<file path="src/rtl/ifetch_ctrl_pkg.sv">
// ifetch_ctrl_pkg: shared types and widths for the instruction fetch controller.
// Holds the FSM state enum, address/instruction widths and the default halt word.
package ifetch_ctrl_pkg;

   localparam int ADDR_W  = 8;
   localparam int INSTR_W = 32;
   localparam int CNT_W   = 16;

   localparam logic [INSTR_W-1:0] HALT_INSTR_DEF = 32'hFFFF_FFFF;

   typedef enum logic [1:0] {
      IDLE,
      FETCH,
      HALT
   } state_t;

endpackage

</file>
<file path="src/rtl/ifetch_ctrl.sv">
// ifetch_ctrl: fetch FSM feeding one registered instruction entry to decode.
// Ports: clk, rst (sync, active-high), start, stall, redirect_valid/addr,
//   imem_addr/imem_data (combinational memory), instr/instr_pc/instr_valid,
//   instr_ready, halted, instr_count (saturating issue counter).
// Build option: IFETCH_WRAP_HALT_EN halts after issuing pc 8'hFF
//   instead of wrapping to 8'h00.
module ifetch_ctrl
   import ifetch_ctrl_pkg::*;
#(
   parameter logic [ADDR_W-1:0]  RESET_PC   = 8'h00,
   parameter logic [INSTR_W-1:0] HALT_INSTR = HALT_INSTR_DEF
) (
   input  logic               clk,
   input  logic               rst,
   input  logic               start,
   input  logic               stall,
   input  logic               redirect_valid,
   input  logic [ADDR_W-1:0]  redirect_addr,
   output logic [ADDR_W-1:0]  imem_addr,
   input  logic [INSTR_W-1:0] imem_data,
   output logic [INSTR_W-1:0] instr,
   output logic [ADDR_W-1:0]  instr_pc,
   output logic               instr_valid,
   input  logic               instr_ready,
   output logic               halted,
   output logic [CNT_W-1:0]   instr_count
);

   state_t             state, state_n;
   logic [ADDR_W-1:0]  pc, pc_n;
   logic [INSTR_W-1:0] instr_n;
   logic [ADDR_W-1:0]  ipc_n;
   logic               valid_n;
   logic [CNT_W-1:0]   cnt_n;
   logic               issue;

   assign imem_addr = pc;
   assign halted    = (state == HALT);

   // The output slot is free when empty or being drained this cycle.
   assign issue = (state == FETCH) && !redirect_valid && !stall &&
                  (!instr_valid || instr_ready);

   always_ff @(posedge clk) begin
      if (rst) begin
         state       <= IDLE;
         pc          <= RESET_PC;
         instr       <= '0;
         instr_pc    <= '0;
         instr_valid <= 1'b0;
         instr_count <= '0;
      end else begin
         state       <= state_n;
         pc          <= pc_n;
         instr       <= instr_n;
         instr_pc    <= ipc_n;
         instr_valid <= valid_n;
         instr_count <= cnt_n;
      end
   end

   always_comb begin
      state_n = state;
      pc_n    = pc;
      instr_n = instr;
      ipc_n   = instr_pc;
      valid_n = instr_valid;
      cnt_n   = instr_count;
      unique case (state)
         IDLE, HALT: begin
            // A leftover entry can still drain while stopped.
            if (instr_valid && instr_ready)
               valid_n = 1'b0;
            if (start) begin
               pc_n    = RESET_PC;
               cnt_n   = '0;
               state_n = FETCH;
            end
         end
         FETCH: begin
            if (redirect_valid) begin
               pc_n    = redirect_addr;
               valid_n = 1'b0;
            end else if (issue) begin
               if (imem_data == HALT_INSTR) begin
                  valid_n = 1'b0;
                  state_n = HALT;
               end else begin
                  instr_n = imem_data;
                  ipc_n   = pc;
                  valid_n = 1'b1;
                  if (instr_count != '1)
                     cnt_n = instr_count + 1'b1;
`ifdef IFETCH_WRAP_HALT_EN
                  if (pc == '1)
                     state_n = HALT;
                  else
                     pc_n = pc + 1'b1;
`else
                  pc_n = pc + 1'b1;
`endif
               end
            end else if (instr_valid && instr_ready) begin
               valid_n = 1'b0;
            end
         end
         default: state_n = IDLE;
      endcase
   end

endmodule

</file>
<file path="config.mk">
export PLATFORM = sky130hd
export DESIGN_NAME = ifetch_ctrl
export DESIGN_NICKNAME = d
export VERILOG_FILES = /design/src/rtl/ifetch_ctrl_pkg.sv /design/src/rtl/ifetch_ctrl.sv
export SDC_FILE = /design/constraint.sdc
export NUM_CORES = 1
export LEC_CHECK = 0
export ABC_AREA = 1
export BUFFER_PORTS_ARGS = -buffer_cell sky130_fd_sc_hd__buf_2
export CAP_MARGIN = 25
export CELL_PAD_IN_SITES_DETAIL_PLACEMENT = 0
export CELL_PAD_IN_SITES_GLOBAL_PLACEMENT = 2
export CORE_AREA = 2 2 113 115
export DETAILED_ROUTE_END_ITERATION = 8
export DIE_AREA = 0 0 115 117
export PLACE_DENSITY = 0.8
export SETUP_SLACK_MARGIN = 0.4
export SYNTH_ARGS = -nofsm -noshare
export SYNTH_HDL_FRONTEND = slang
export SYNTH_SLANG_ARGS = --single-unit
</file>
<file path="constraint.sdc">
create_clock -name clk -period 4.85 [get_ports clk]
set_input_delay 0.97 -clock clk [delete_from_list [all_inputs] [get_ports clk]]
set_output_delay 0.97 -clock clk [all_outputs]
set_load 0.01 [all_outputs]
</file>
==> impl_summary.log <==
[metrics] Root Driver: clkbuf_16
[metrics] placed cell area: 3990 um2
[metrics] final period demand of the worst path: 2.46 ns
[metrics] slew at the pin closest to its max-slew limit: 0.762 ns
[metrics] cell-by-cell trace of the critical path: buf_2, nand2_1, nor2_1, nand2_1, nor2_1, nand2_1, nand2_4, inv_2, o21ai_0, a21oi_1
[metrics] post-synthesis share of cell area spent on and, or, nand and nor gates: 0.377
[metrics] Data required, critical path: 5.05 ns
[metrics] placed cell count: 741
[metrics] count of different cell masters after synthesis: 28
[metrics] via count: 3518
[metrics] max frequency: 0.406 GHz
[metrics] total wire length: 9.94 mm
[metrics] pre-CTS setup slack: 2.02 ns
[metrics] post-route antenna net violation count: 0
[metrics] power density over the cells: 367 nW/um2
[metrics] reg-to-reg startpoint: state[0]
[metrics] initial drt markers: 214
[metrics] Clock Tree Buf Depth: 2
[metrics] Setup crit start: imem_data[13]
[metrics] final worst clock skew: 0.00349 ns
[metrics] period utilisation layout: 0.508
[metrics] fraction of synthesized area in multiplexers: 0
[metrics] Setup crit start kind: input port
[metrics] number of buffers added by the clock tree synthesis step: 9
[metrics] met3 capacity usage during global routing: 0.0350
[metrics] number of diodes added for antenna fixing: 0
[metrics] category of the worst setup path capture point: flop
[metrics] total power after layout: 1.59 mW
[metrics] Die Y-Extent: 117 um
[metrics] Seq cells post-synth: 67
[metrics] worst voltage drop across the vdd grid: 0.125 mV
[metrics] most frequent cell on the critical path: nand2_1
[metrics] count of flip-flops with a built-in enable after synthesis: 0
[metrics] grt peak-use layer: met2
[metrics] antenna violations before repair: 0
[metrics] Die Wd: 115 um
[metrics] run status: finished, final reports clean
[metrics] reported max-cap violation count: 0
[metrics] Clock Latency Late Sink: 0.34 ns
[metrics] Clock transition at path regs: 0.06 ns
[metrics] Leak: 1.93 nW
[metrics] post-synthesis compound-gate area fraction: 0.130
[metrics] unrepaired setup endpoints after global routing: no
[metrics] worst path arrival time: 2.67 ns
[metrics] pin count of the biggest net entering global routing: 48
[metrics] total negative slack: 0 ns
[metrics] met1 global-route usage: 0.201
[metrics] post-route cell area: 4330 um2
[metrics] quantity of hold-fixing buffers added after cts: 0
[metrics] final core utilization: 0.352
[metrics] area share of fa/ha/maj cells after synthesis: 0.00752
[metrics] number of search-and-repair iterations in the first detailed-routing pass: 6
[metrics] floorplan die area: 13500 um2
[metrics] class of the worst hold path: reg2reg
[metrics] synthesized area divided by synthesized cell count: 6.70 um2
[metrics] via count of the first global-routing pass: 3242
[metrics] residual DRC count: 0
[metrics] global route overflow: 0
[metrics] H-tree depth: 3
[metrics] global routing usage summed across all routing layers: 0.153
[metrics] XOR/XNOR Fraction of Synth Area: 0.0132
[metrics] Initial Utilization: 0.270
[metrics] final setup margin: 2.39 ns
[metrics] Max transition margin: 0.491
[metrics] Ys Warns: 0
[metrics] std cell rows: 41
[metrics] Final Non-Filler Cells: 757
[metrics] placer congestion estimate: 0.824
[metrics] combinational family with the most area after synthesis: simple AND/OR/NAND/NOR gates
[metrics] post-synthesis cell area: 3330 um2
[metrics] total clock sinks: 67
[metrics] delay contributed by the slowest stage of the critical path: 0.38 ns
[metrics] sequential element share of the synthesized area: 0.403
[metrics] final setup vio count: 0
[metrics] first-pass GRT wire length: 16.1 mm
[metrics] number of ports placed on the die boundary: 112
[metrics] Vias per Instance: 4.65
[metrics] growth of design area from synthesis to finish: 30.2%
[metrics] number of instances in the synthesized netlist: 497
[metrics] # resized after CTS: 0
[metrics] endpoints failing hold: 0
[metrics] Post-Route Hold Slack: 0.474 ns
[metrics] Pins Over Slew Limit: 0
[metrics] crit-path max FO: 47
[metrics] final net count: 650
[metrics] post-CTS setup buffer count: 0
[metrics] launch point of the worst hold path: instr[7]
[metrics] total of buffers placed on input and output ports: 111
[metrics] TritonCTS clock tree: yes
[metrics] half-perimeter wire length after detailed placement: 7.33 mm
[metrics] core area: 12300 um2
[metrics] commonest register cell after synthesis: dfxtp_1
[metrics] met2 routing resource usage after global routing: 0.244
[metrics] Slowest-stage cell, CP: inv_2
[metrics] share of cells above drive strength 1: 0.237
[metrics] Async SR Flop Fraction: 0
[metrics] post-detailed-route wirelength per cell: 13.1 um
[metrics] syn nets: 545
[metrics] path type of the worst setup path: in2reg
cells by family (layout without fill, tap and decap cells):
kind of cell    count (synthesis)  count (layout)
compound gates                 85              85
xor+xnor                        5               5
fa+ha+maj                       2               2
buf+inv                        49             159
flops                          67              67
simple gates                  289             289
worst max-delay path: cells and delay by family:
family / cells / cell delay [ns]
AOI/OAI and AO/OA: 2 / 0.36
and+or+nand+nor: 6 / 0.86
buffers and inverters: 2 / 0.47
flip-flops by register name, indices dropped and copies added, names as in the netlist:
name,cells
imem_addr,8
instr_count,16
instr_pc,8
instr_valid,1
instr,32
state,2
power by group:
group          switching [mW]  internal, mW
logic                   0.137        0.0829
clock network           0.247         0.516
registers              0.0278         0.582
total                   0.411          1.18
cell type report:
type | instances | area [um2]
Clock buffer | 12 | 246
Clock inverter | 4 | 97.6
Fill cell | 1345 | 7980
Inverter | 30 | 113
Multi-Input combinational cell | 381 | 1760
Sequential cell | 67 | 1340
Tap cell | 150 | 188
Timing Repair Buffer | 113 | 591
routing by layer:
metal | vias up | share of wire
met5 | - | 0
met4 | 0 | 0.017
met3 | 12 | 0.060
met2 | 108 | 0.45
met1 | 1576 | 0.48
li1 | 1822 | -
path summary, 6_finish.rpt:
kind / end / slack [ns] / cells after the start
hold reg to reg: instr[7] / 0.47 / 2
setup / recovery: instr_pc[4] / 2.39 / 10
setup reg to reg: instr_pc[4] / 2.49 / 8
hold / removal: instr[7] / 0.47 / 2
placed cells by master (no fill, tap or decap), types with 4 or more instances in the layout:
cell type	n
a21oi_1	32
buf_2	111
clkbuf_16	9
dfxtp_1	67
inv_1	27
nand2_1	104
nand2_2	4
nand3_1	35
nand4_1	7
nor2_1	120
nor2_2	4
nor3_1	5
o21ai_0	49
xor2_1	4
Yosys cell counts, drive strengths merged, types with 2 or more instances:
library cell,count,area share
dfxtp,67,0.40
nor2,127,0.16
inv,30,0.034
nand4,7,0.013
nand3,35,0.053
buf,10,0.025
and3,3,0.0056
clkbuf,9,0.010
ha,2,0.0075
nand2,111,0.13
xor2,4,0.011
o21ai,49,0.074
a21oi,32,0.048
nor3,5,0.0075
Note: power is estimated with default switching activity, not from simulation.
